===== src/rtl/pipeline_hazard_controller.sv =====
// Stall/flush sequencer for a 5-stage pipeline: load-use bubbles, branch squash,
// data-memory wait/timeout FSM and saturating stall/flush counters.
module pipeline_hazard_controller #(
    parameter int MEM_TIMEOUT = 16,
    parameter int CNT_W       = 16
) (
    input  logic             clk,
    input  logic             rst,
    input  logic [4:0]       ifid_rs1,
    input  logic [4:0]       ifid_rs2,
    input  logic [4:0]       idex_rd,
    input  logic             idex_mem_read,
    input  logic             ex_branch_taken,
    input  logic             mem_req,
    input  logic             mem_ack,
    output logic             PC_write,
    output logic             ifid_write,
    output logic             ifid_flush,
    output logic             ctrl_hazard,
    output logic             pipe_freeze,
    output logic             mem_timeout_err,
    output logic [CNT_W-1:0] stall_cycles,
    output logic [CNT_W-1:0] flush_count
);

    localparam int WC_W = $clog2(MEM_TIMEOUT + 1);

    typedef enum logic [1:0] {S_RUN, S_MEM_WAIT, S_ERROR} state_t;

    state_t            state_q, state_d;
    logic [WC_W-1:0]   wait_cnt_q, wait_cnt_d;
    logic [CNT_W-1:0]  stall_q, stall_d;
    logic [CNT_W-1:0]  flush_q, flush_d;

    logic luh, mw;
    logic run_pc, run_ifw, run_flush, run_hz;
    logic pc_c, ifw_c, flush_c, hz_c, frz_c, err_c;

    always_comb begin
        luh = idex_mem_read && (idex_rd != 5'd0) &&
              ((idex_rd == ifid_rs1) || (idex_rd == ifid_rs2));
        mw  = mem_req && !mem_ack;

        // Branch squash wins over load-use: the dependent instruction is discarded anyway.
        run_pc    = 1'b1;
        run_ifw   = 1'b1;
        run_flush = 1'b0;
        run_hz    = 1'b0;
        if (ex_branch_taken) begin
            run_flush = 1'b1;
            run_hz    = 1'b1;
        end else if (luh) begin
            run_pc  = 1'b0;
            run_ifw = 1'b0;
            run_hz  = 1'b1;
        end

        pc_c       = run_pc;
        ifw_c      = run_ifw;
        flush_c    = run_flush;
        hz_c       = run_hz;
        frz_c      = 1'b0;
        err_c      = 1'b0;
        state_d    = state_q;
        wait_cnt_d = wait_cnt_q;

        case (state_q)
            S_RUN: begin
                if (mw) begin
                    pc_c       = 1'b0;
                    ifw_c      = 1'b0;
                    flush_c    = 1'b0;
                    hz_c       = 1'b0;
                    frz_c      = 1'b1;
                    state_d    = S_MEM_WAIT;
                    wait_cnt_d = WC_W'(1);
                end
            end
            S_MEM_WAIT: begin
                // An ack or an aborted request both release the freeze this cycle.
                if (mem_ack || !mem_req) begin
                    state_d    = S_RUN;
                    wait_cnt_d = '0;
                end else begin
                    pc_c    = 1'b0;
                    ifw_c   = 1'b0;
                    flush_c = 1'b0;
                    hz_c    = 1'b0;
                    frz_c   = 1'b1;
                    if (wait_cnt_q == WC_W'(MEM_TIMEOUT)) begin
                        state_d = S_ERROR;
                    end else begin
                        wait_cnt_d = wait_cnt_q + WC_W'(1);
                    end
                end
            end
            default: begin
                pc_c    = 1'b0;
                ifw_c   = 1'b0;
                flush_c = 1'b0;
                hz_c    = 1'b0;
                frz_c   = 1'b1;
                err_c   = 1'b1;
            end
        endcase

        stall_d = stall_q;
        if (!pc_c && (state_q != S_ERROR) && (stall_q != {CNT_W{1'b1}})) begin
            stall_d = stall_q + CNT_W'(1);
        end
        flush_d = flush_q;
        if (flush_c && (flush_q != {CNT_W{1'b1}})) begin
            flush_d = flush_q + CNT_W'(1);
        end
    end

    always_ff @(posedge clk or posedge rst) begin
        if (rst) begin
            state_q    <= S_RUN;
            wait_cnt_q <= '0;
            stall_q    <= '0;
            flush_q    <= '0;
        end else begin
            state_q    <= state_d;
            wait_cnt_q <= wait_cnt_d;
            stall_q    <= stall_d;
            flush_q    <= flush_d;
        end
    end

    // Reset forces every control output low, including PC_write/ifid_write.
    assign PC_write        = pc_c && !rst;
    assign ifid_write      = ifw_c && !rst;
    assign ifid_flush      = flush_c && !rst;
    assign ctrl_hazard     = hz_c && !rst;
    assign pipe_freeze     = frz_c && !rst;
    assign mem_timeout_err = err_c && !rst;
    assign stall_cycles    = stall_q;
    assign flush_count     = flush_q;

endmodule


===== config.mk =====
export PLATFORM = sky130hd
export DESIGN_NAME = pipeline_hazard_controller
export DESIGN_NICKNAME = d
export VERILOG_FILES = /design/src/rtl/pipeline_hazard_controller.sv
export SDC_FILE = /design/constraint.sdc
export NUM_CORES = 1
export LEC_CHECK = 0
export ABC_AREA = 1
export CAP_MARGIN = 20
export CORE_MARGIN = 10
export CORE_UTILIZATION = 54
export CTS_CLUSTER_SIZE = 30
export DETAILED_ROUTE_END_ITERATION = 8
export PLACE_DENSITY = 0.92
export SKIP_LAST_GASP = 1
export SLEW_MARGIN = 20
export SYNTH_ARGS = -nofsm -noshare
export SYNTH_HDL_FRONTEND = slang
export SYNTH_SLANG_ARGS = --single-unit

===== constraint.sdc =====
create_clock -name clk -period 2.95 [get_ports clk]
set_clock_uncertainty 0.05 [all_clocks]
set_input_delay 0.295 -clock clk [delete_from_list [all_inputs] [get_ports clk]]
set_output_delay 0.295 -clock clk [all_outputs]
set_load 0.02 [all_outputs]

# Word level (Yosys, flattened, before mapping)
# Cells that the tools add are included.
word_totals:
  out_inout_bits: 38
  regBits: 39
  in_bits: 21
op_classes:
  mux: 26
  n_eq_ne: 10
  reduce_logical: 23
  addsub: 3
ops:
  columns: ["operator", "count"]
  rows:
  - ["$add A16 B1 Y16 const B", 2]
  - ["$ne A16 B16 Y1 const B", 2]
  - ["$mux W5", 3]
  - ["$mux W1", 14]
  - ["$logic_and A1 B1 Y1", 11]
  - ["$eq A5 B5 Y1", 2]
  - ["$pmux W5 S2", 1]
  - ["$pmux W1 S2", 4]
  - ["$mux W2", 3]
  - ["$ne A3 B3 Y1 const B", 2]
  - ["$reduce_and A3 Y1", 2]
  - ["$add A5 B1 Y5 const B", 1]
  - ["$eq A5 B5 Y1 const B", 1]
  - ["$reduce_bool A5 Y1", 1]
  - ["$logic_not A1 Y1", 4]
  - ["$ne A2 B2 Y1 const B", 2]
  - ["$pmux W2 S2", 1]
  - ["$eq A2 B1 Y1 const B", 1]
  - ["$logic_not A2 Y1", 1]
  - ["$logic_or A1 B1 Y1", 2]
  - ["$reduce_bool A2 Y1", 1]
  - ["$reduce_or A2 Y1", 1]

# Logic depth before layout (Yosys ltp)
# Gate-level depths: netlist of the first run.
depth:
  word_depth: 10
  ltp_mapped: 12

# Worst setup path after synthesis of the first run
# Ideal clock, no wire load.
synth_timing:
  path_type: "input -> output"
  from: "input port rst"
  to: "output port ctrl_hazard"
  path_slack_ns: 0.920
  cell_stages: 3
  path_buffers: 0
  t_arrival_ns: 1.685
  required_ns: 2.605
  path_cell_list: "inv_1 -> nand2_1 -> a21oi_1"
synth_between:
  elab_chain_len: 2
synth_lines:
  columns: ["element", "line_no", "source"]
  rows:
  - ["start: declaration", "8", "input logic rst,"]
  - ["$logic_not A1 Y1", "135", "assign ctrl_hazard = hz_c && !rst;"]
  - ["$logic_and A1 B1 Y1", "135", null]
  - ["end: declaration", "19", "output logic ctrl_hazard,"]
# Every way passes these cells.

# Final worst setup path of the first run
layout_timing:
  from: "input port idex_rd[1]"
  to: "output port ifid_write"
layout_between:
  elab_chain_len: 8
  word_cells_on_any_way: 12
  cone_classes: "eq/ne: 2; mux: 5; reduce/logical: 5"
layout_lines:
  columns: ["element", "line_no", "source"]
  rows:
  - ["start: declaration", "11", "input logic [4:0] idex_rd,"]
  - ["$eq A5 B5 Y1 / $reduce_bool A5 Y1 (equally long branches)", "41, 40", null]
  - ["$logic_or A1 B1 Y1 / $logic_and A1 B1 Y1 (equally long branches)", "41, 40", null]
  - ["$logic_and A1 B1 Y1 (*)", "40", "luh = idex_mem_read && (idex_rd != 5'd0) &&"]
  - ["$mux W1 (*)", "52", "end else if (luh) begin"]
  - ["$mux W1 (*)", "49", "if (ex_branch_taken) begin"]
  - ["$mux W1, on equally long branches", "81, 69", null]
  - ["$pmux W1 S2 (*)", "67", "case (state_q)"]
  - ["$logic_and A1 B1 Y1 (*)", "133", "assign ifid_write = ifw_c && !rst;"]
  - ["end: declaration", "17", "output logic ifid_write,"]
# Every way passes the cells marked *; elsewhere a longest branch is shown, timed or not.

==> metrics, run 1 <==
Area Growth Syn to Fin 28.9%; core area 4380 µm²; Seq cells post-synth 39; Bufs and invs on worst path 5; crit path capture type output port; slew margin rel. a little over half; Avg Cell Area, Syn 7.38 µm²; crit path cell chain clkdlybuf4s50_1 > inv_1 > nand4_1 > o21ai_0 > inv_1 > nand3_1 > nand3_1 > inv_1 > clkdlybuf4s50_1; commonest non-fill, non-tap cell in the layout nand2_1; layout cells sized above 1 a little under 6%; first-pass GRT wire length roughly 11 mm; register area share after synthesis between 30% and 40%; RSZ-0062 raised after global routing false; min-delay src flush_count[3]; worst slew pin tran ~0.68 ns; Required @ worst endpoint around 2.6 ns; Initial Utilization about 56%; # nets final around 420; largest net degree at the start of global routing 40; Initial DRT Pass Iterations 4; CTS buffer count 5; vias after detailed routing between 2,000 and 2,500; total wire length ~6.4 mm; I/O pins just under 60; gr usage total between 10% and 20%; CTS Buffer Depth 2; internal reg-to-reg setup slack ~0.94 ns; dpl cells around 440; antenna diode count 0; Port Buf Inserts between 50 and 60; cells after synthesis about 330; CTS tree done; vias per cell ~5.3; Hold Buf Count CTS 0; crit-path most repeated cell inv_1; DIE WIDTH 87.4 µm; hold path depth 1; number of global-route vias before repair around 2,300; DRC 0; Resized Gates After CTS 0; remaining global-route overflow 0; Placer Congestion a little under 0.9; TNS Setup 0 ns; DP Wirelength 4.90 mm; max-capacitance violation count 0; RR Endpoint stall_cycles[5]; Slew Viols, Final 0; Routed WL per cell between 10 and 15 µm; final worst path period share approximately 83%; Clk pin slew, worst setup/hold paths around 0.080 ns; Fmax a little over 0.4 GHz; Non-Filler Instances 445; Worst Path Class, Setup primary input to output port; FF-to-FF Start stall_cycles[0]; ANT nets after route 0; Max stage delay cell, worst path clkdlybuf4s50_1; clk_lat worst skew around 0.30 ns; WP data arrival roughly 2.1 ns; H-Tree Depth 2; Final Hold Fails 0; most frequent cells in the layout 102 x nand2_1, 58 x clkdlybuf4s50_1, 46 x inv_1; Setup Fix Bufs, Post-CTS 0; pwr dens 323 nW/µm²; WHS Endpoint flush_count[3]; status complete, no violations; Clock Tree Root clkbuf_8; Syn Std Cell Area 2450 µm²; DIE AREA approximately 7600 µm²; num rows 24; largest delay contributor family on the critical path buffers and inverters; worst min path class flop to flop; r2r worst-path depth 7; Cell variety after synth 27; minimum clock period ~2.5 ns; CP Launch Type primary input; DIE HEIGHT roughly 87 µm; Net Count, Synth between 300 and 400; final setup vio count 0; Num Clock Sinks 39; initial antenna violation count 0; Critical Path Fanout Max 3; Max stage delay on crit path around 0.63 ns; Iter 0 DRT Violations between 100 and 150; Ys Warns 0; VDD IR max between 0.0002 and 0.00025 V; P_leak ~1.6 nW
registers in the layout (all words and copies together) (netlist names):
| name | count |
|---|---|
| stall_cycles | 16 |
| wait_cnt_q | 5 |
| state_q | 2 |
| flush_count | 16 |
metal layers:
layer	global-route usage, %	vias up	share of wire [%]
met3	3.93	15	4.7
li1	-	1160	-
met5	0	-	0
met1	19.2	1115	39
met4	6.81	0	2.2
met2	30.4	60	54
cell type report:
cell class,count,area (µm²)
repair buffers,60,596
clock buffers,7,96.3
multi-input cells,237,1230
well taps,52,65.1
clock inverters,1,7.51
flip-flops and latches,39,976
inverters,49,184
fillers,333,1230
Yosys cell counts:
| cell type | number | area, µm² |
|---|---|---|
| xor2_1 | 18 | 158 |
| xnor2_1 | 10 | 87.6 |
| nand4_1 | 20 | 125 |
| nand2_2 | 2 | 12.5 |
| nor2_2 | 3 | 18.8 |
| dfrtp_1 | 39 | 976 |
| nand4_4 | 1 | 21.3 |
| buf_6 | 3 | 33.8 |
| inv_2 | 3 | 11.3 |
| nor2_4 | 1 | 11.3 |
| o21ai_0 | 9 | 45.0 |
| nor3_1 | 4 | 20.0 |
| inv_1 | 46 | 173 |
| ha_1 | 4 | 50.1 |
| nand3_1 | 19 | 95.1 |
| nand2_1 | 102 | 383 |
| nor3_4 | 1 | 16.3 |
| nand3b_1 | 1 | 7.51 |
| nor2_1 | 35 | 131 |
| buf_4 | 1 | 7.51 |
| nor3_2 | 1 | 10.0 |
| nor3b_1 | 1 | 7.51 |
| buf_2 | 3 | 15.0 |
| nand3_2 | 1 | 10.0 |
| a21oi_1 | 2 | 10.0 |
| a22oi_1 | 1 | 7.51 |
| o22ai_1 | 1 | 6.26 |
worst register-to-register path, stage by stage (launching register included):
cell and delay (ns):
dfrtp_1 0.42, ha_1 0.20, nand3_1 0.16, nor3_4 0.31, nand4_4 0.31, nand3_2 0.32
nand2_1 0.10, nand2_1 0.07
cell families (layout without fill, tap and decap cells):
| group | after synthesis | in the layout | synth area share (%) |
|---|---|---|---|
| simple gates | 192 | 192 | 35.5 |
| flops | 39 | 39 | 39.8 |
| buf+inv | 56 | 117 | 9.81 |
| xor+xnor | 28 | 28 | 10.0 |
| fa+ha+maj | 4 | 4 | 2.04 |
| compound gates | 13 | 13 | 2.81 |
power breakdown:
part / leakage, nW / switching, W / internal [W] / total, W
logic: 1.04 / 0.0000367 / 0.0000365 / 0.0000732
clock network: 0.0505 / 0.000200 / 0.000213 / 0.000413
registers: 0.489 / 0 / 0.000534 / 0.000534
total: 1.58 / 0.000237 / 0.000783 / 0.00102
through the flow:
stage / utilization (%) / total power [W] / hold WS, ns / worst slack, ns / instance area (µm²)
after floorplan: - / 0.000576 / 0.440 / 0.920 / 2450
after global placement: 69.7 / 0.000616 / 0.452 / 0.530 / 3050
after detailed placement: 69.7 / 0.000619 / 0.454 / 0.508 / 3050
after CTS: 72.0 / 0.00102 / 0.470 / 0.499 / 3160
after global routing: 72.0 / 0.00106 / 0.501 / 0.347 / 3160
final: 72.0 / 0.00102 / 0.465 / 0.491 / 3160
how the worst max path moves through the flow:
stage,start,to,slack (ns),cells past startpoint
after global routing,idex_rd[4],ctrl_hazard,0.35,10
after floorplan,rst,ctrl_hazard,0.92,3
after global placement,idex_rd[4],ctrl_hazard,0.53,10
after CTS,idex_rd[4],ctrl_hazard,0.50,10
after detailed placement,idex_rd[3],ifid_write,0.51,9
final,idex_rd[1],ifid_write,0.49,9
Power figures use the tool's default switching activity.
==> run 2: changes to the inputs <==
--- a/config.mk
+++ b/config.mk
@@ -8,10 +8,10 @@
 export ABC_AREA = 1
 export CAP_MARGIN = 20
 export CORE_MARGIN = 10
-export CORE_UTILIZATION = 54
+export CORE_UTILIZATION = 45
 export CTS_CLUSTER_SIZE = 30
 export DETAILED_ROUTE_END_ITERATION = 8
-export PLACE_DENSITY = 0.92
+export PLACE_DENSITY = 0.82
 export SKIP_LAST_GASP = 1
 export SLEW_MARGIN = 20
 export SYNTH_ARGS = -nofsm -noshare
==> constraint.sdc (replaced) <==
create_clock -name clk -period 2.2 [get_ports clk]
set_clock_uncertainty 0.05 [all_clocks]
set_input_delay 0.22 -clock clk [delete_from_list [all_inputs] [get_ports clk]]
set_output_delay 0.22 -clock clk [all_outputs]
set_load 0.02 [all_outputs]
==> run 2 against run 1 <==
Against the previous run: global-route usage decreased by 2.3 points; utilization decreased by 9.9 points; register-to-register slack got worse by 0.58 ns; sequential share of layout area decreased by 0.72 points; combinational power increased by 36%; die area increased by 15%; first-iteration DRC count increased by 20%; design area increased by 2.4%; largest power group unchanged.
==> metrics, run 2 (synthesized netlist as in run 1, its figures left out) <==
largest net degree at the start of global routing 23; Slew Viols, Final 0; DIE HEIGHT around 94 µm; worst min path class primary input to asynchronous set/reset pin; DIE WIDTH 93.8 µm; Area Growth Syn to Fin 32.0%; total wire length 6.30 mm; most frequent cells in the layout 102 x nand2_1, 53 x clkdlybuf4s50_1, 46 x inv_1; Fill cells 451; worst slew pin tran 0.398 ns; Critical Path Fanout Max 4; pre-CTS WS -0.0804 ns; Setup Fix Bufs, Post-CTS 0; RR Endpoint flush_count[14]; Placer Congestion approximately 0.85; Port Buf Inserts 58; Max stage delay on crit path approximately 0.55 ns; status complete, no violations; Bufs and invs on worst path 4; final setup vio count 0; Setup WS post-layout around 0.15 ns; Max stage delay cell, worst path clkdlybuf4s50_1; max-capacitance violation count 0; Final Hold Fails 0; DP Wirelength ~4.8 mm; Initial Utilization between 40 and 50%; vias per cell a little under 5; H-Tree Depth 2; vias after detailed routing between 2,000 and 2,500; WHS 0.326 ns; slew margin rel. 73.2%; first-pass GRT wire length about 11 mm; FF-to-FF Start flush_count[0]; I/O pins 59; pwr dens ~450 nW/µm²; num rows 26; VDD IR max 0.000437 V; Required @ worst endpoint 1.93 ns; Worst Path Class, Setup primary input to output port; Final Cell Area 3230 µm²; Iter 0 DRT Violations approximately 150; Clk pin slew, worst setup/hold paths ~0.08 ns; clk_lat worst skew approximately 0.30 ns; # nets final 422; RSZ-0062 raised after global routing false; ANT nets after route 0; crit path cell chain clkdlybuf4s50_1 > inv_1 > nand2_1 > nand2_1 > nor2_1 > nand3_1 > nand2_1 > nand3_1 > nand3_1 > inv_1 > dlygate4sd2_1; layout cells sized above 1 just over 7%; number of global-route vias before repair roughly 2,400; final worst path period share 93.2%; antenna diode count 0; Initial DRT Pass Iterations 4; CTS tree done; P_leak about 1.7 nW; Routed WL per cell around 13 µm; core area about 5200 µm²; Num Clock Sinks 39; internal reg-to-reg setup slack between 0.3 and 0.4 ns; largest delay contributor family on the critical path buffers and inverters; DRC 0; Clock Tree Root clkbuf_8; Fmax between 0.4 and 0.5 GHz; remaining global-route overflow 0; crit path capture type output port; commonest non-fill, non-tap cell in the layout nand2_1; Placed Area between 3000 and 4000 µm²; WP data arrival between 1.5 and 2 ns; initial antenna violation count 0; minimum clock period 2.05 ns; gr usage total 14.9%; CTS buffer count 5; CTS Buffer Depth 2; r2r worst-path depth 11; CP Launch Type primary input; DIE AREA approximately 9000 µm²
run 2: cell count changes in the layout (fill, tap and decap cells not counted):
cell	change
buf_4	+5
bufinv_16	+1
clkbuf_8	-1
clkdlybuf4s50_1	-5
clkinv_2	+1
clkinvlp_4	-1
dlygate4sd2_1	+3
dlymetal6s2s_1	+2
run 2: worst max-delay path by stage:
stage               startpoint          end  slack [ns]  cells past startpoint
global route        idex_rd[4]  ctrl_hazard        0.05                     10
finish              idex_rd[4]   ifid_write        0.15                     11
detailed placement  idex_rd[4]  ctrl_hazard       -0.08                     10
floorplan                  rst  ctrl_hazard        0.32                      3
global placement    idex_rd[2]  ctrl_hazard       -0.02                     10
CTS                 state_q[1]   ifid_flush        0.09                      6
run 2: area by class of cell:
class	count	area (µm²)	area share (%)
Clock buffer	6	82.6	2.55
Multi-Input combinational cell	237	1230	38.2
Sequential cell	39	976	30.2
Clock inverter	2	35.0	1.08
Tap cell	70	87.6	2.71
Timing Repair Buffer	65	634	19.6
Inverter	49	184	5.69
run 2: layer usage:
layer	wire, µm	share of wire [%]	up-vias	global-route usage, %
met5	0	0	-	0
li1	-	-	1169	-
met2	3210	51	61	26.8
met3	438	7.0	13	4.96
met1	2500	40	1056	15.5
met4	152	2.4	0	5.82
run 2: tightest hold or removal path, cell delays in order:
cell and delay, ns:
clkdlybuf4s50_1 0.43, inv_1 0.13, buf_4 0.27
run 2: what timing repair did:
item	in CTS	in global routing
gates resized for setup	3	2
gates cloned	0	0
hold buffers	0	0
pin swaps	0	0
setup endpoints to repair	3	2
run 2: power by group:
group / internal (W) / switching, W
Combinational: 0.0000503 / 0.0000491
Clock: 0.000367 / 0.000263
Sequential: 0.000716 / 0
Total: 0.00113 / 0.000312
run 2: metrics by stage:
step | cells | setup TNS [ns] | total power, W | utilization [%]
6_report | 468 | 0 | 0.00145 | 62.1
5_1_grt | 468 | 0 | 0.00150 | 62.1
4_1_cts | 468 | 0 | 0.00145 | 62.0
3_5_place_dp | 460 | -0.226 | 0.000831 | 59.8
3_3_place_gp | 460 | -0.0367 | 0.000828 | 59.8
2_1_floorplan | 332 | 0 | 0.000773 | -
==> run 3: changes to the inputs <==
--- a/config.mk
+++ b/config.mk
@@ -12,8 +12,10 @@
 export CTS_CLUSTER_SIZE = 30
 export DETAILED_ROUTE_END_ITERATION = 8
 export PLACE_DENSITY = 0.82
+export SKIP_CTS_REPAIR_TIMING = 1
 export SKIP_LAST_GASP = 1
 export SLEW_MARGIN = 20
 export SYNTH_ARGS = -nofsm -noshare
 export SYNTH_HDL_FRONTEND = slang
 export SYNTH_SLANG_ARGS = --single-unit
+export TNS_END_PERCENT = 10
==> run 3 against run 2 <==
Against the previous run: the run now ends with setup timing left; hold slack better by 0.0020 ns; maximum frequency down 10%; clock power about the same; sequential power about the same; via count up 0.22%; setup slack worse by 0.23 ns; count of clock-buffer cells in the layout unchanged; critical path type unchanged; largest cell class unchanged; largest power group unchanged; highest routed layer unchanged.
==> metrics, run 3 (synthesized netlist as in run 1, its figures left out) <==
DIE WIDTH 93.8 µm; dpl cells between 400 and 500; Clk pin slew, worst setup/hold paths around 0.080 ns; Initial Utilization 47.1%; worst min path class primary input to asynchronous set/reset pin; vias after detailed routing between 2,000 and 2,500; VDD IR max about 0.00044 V; Setup WS post-layout -0.0793 ns; core area around 5200 µm²; layout cells sized above 1 7.04%; Clock Tree Root clkbuf_8; vias per cell approximately 5; TNS Setup -0.155 ns; H-Tree Depth 2; num rows 26; antenna diode count 0; total wire length between 6 and 7 mm; WP data arrival between 2 and 2.5 ns; Placer Congestion between 0.8 and 0.9; status finished with violations; largest net degree at the start of global routing 23; DP Wirelength 4.82 mm; Max stage delay on crit path about 0.56 ns; Total Power approximately 0.0014 W; Routed WL per cell 13.5 µm; gr usage total around 15%; clk_lat worst skew 0.30 ns; Fmax approximately 0.44 GHz; first-pass GRT wire length roughly 11 mm; Final Hold Fails 0; max-capacitance violation count 0; minimum clock period 2.28 ns; crit path cell chain clkdlybuf4s50_1 > inv_1 > nand2_1 > nand2_1 > nor2_1 > nand3_1 > nand2_1 > nand3_1 > nand3_1 > inv_1 > clkdlybuf4s50_1; pwr dens approximately 450 nW/µm²; final setup vio count 2; CTS buffer count 5; Port Buf Inserts 58; Fill cells between 400 and 500; Non-Filler Instances roughly 470; worst slew pin tran between 0.3 and 0.4 ns; most frequent cells in the layout 102 x nand2_1, 57 x clkdlybuf4s50_1, 46 x inv_1; Area Growth Syn to Fin 32.0%; crit path capture type output port; CTS tree done; DRC 0; CTS Buffer Depth 2; Iter 0 DRT Violations 140; number of global-route vias before repair about 2,400; # nets final 422; failing checks setup timing; RSZ-0062 raised after global routing true; initial antenna violation count 0; commonest non-fill, non-tap cell in the layout nand2_1; Worst Path Class, Setup primary input to output port; Slew Viols, Final 0; DIE HEIGHT roughly 94 µm; CP Launch Type primary input; I/O pins approximately 60; Critical Path Fanout Max 4; Max stage delay cell, worst path clkdlybuf4s50_1; slew margin rel. approximately 73%; ANT nets after route 0; internal reg-to-reg setup slack approximately 0.36 ns; DIE AREA 8800 µm²; Num Clock Sinks 39; final worst path period share 104%; remaining global-route overflow 0; P_leak 1.63 nW; Required @ worst endpoint between 1.5 and 2 ns; Initial DRT Pass Iterations 4
## run 3: cell types whose count changed in the layout (fill, tap and decap cells not counted)
cell / change
clkdlybuf4s50_1: +4
dlygate4sd2_1: -3
dlymetal6s2s_1: -1
## run 3: final cells by class
type                            count  area [µm²]  share of cell area (%)
Sequential cell                    39         976                    30.2
Clock buffer                        6        82.6                    2.55
Tap cell                           70        87.6                    2.71
Multi-Input combinational cell    237        1230                    38.1
Inverter                           49         184                    5.69
Timing Repair Buffer               65         636                    19.7
Clock inverter                      2        35.0                    1.08
## run 3: per-layer routing
| layer | part of all wire (%) | vias up | GRT usage, % |
|---|---|---|---|
| li1 | - | 1168 | - |
| met3 | 6.9 | 13 | 4.96 |
| met4 | 2.4 | 0 | 5.82 |
| met5 | 0 | - | 0 |
| met1 | 40 | 1062 | 15.5 |
| met2 | 51 | 61 | 26.8 |
## run 3: critical path: cells and delay by family
family | cells | cell delay, ns
AND/OR/NAND/NOR | 7 | 0.58
buffers and inverters | 4 | 1.22
## run 3: worst paths after layout
| path | endpoint | cells past startpoint | start |
|---|---|---|---|
| worst max-delay path | ifid_write | 11 | idex_rd[4] |
| worst min-delay path | stall_cycles[15] | 3 | rst |
| max in group asynchronous | flush_count[8] | 3 | rst |
| min in group clk | flush_count[10] | 1 | flush_count[10] |
| worst max register to register | flush_count[14] | 11 | flush_count[0] |
| worst min register to register | flush_count[10] | 1 | flush_count[10] |
## run 3: metrics by stage
step                util [%]  setup WS (ns)  cell area [µm²]  hold slack, ns
floorplan                  -          0.320             2450           0.365
global placement        59.8        -0.0208             3110           0.456
detailed placement      59.8        -0.0804             3110           0.455
CTS                     62.1        -0.0861             3230           0.341
global route            62.1         -0.192             3230           0.392
finish                  62.1        -0.0793             3230           0.328
## run 3: where the power goes
part	switching, W	total (W)	internal (W)
logic	0.0000491	0.0000997	0.0000505
registers	0	0.000716	0.000716
clock network	0.000262	0.000630	0.000367
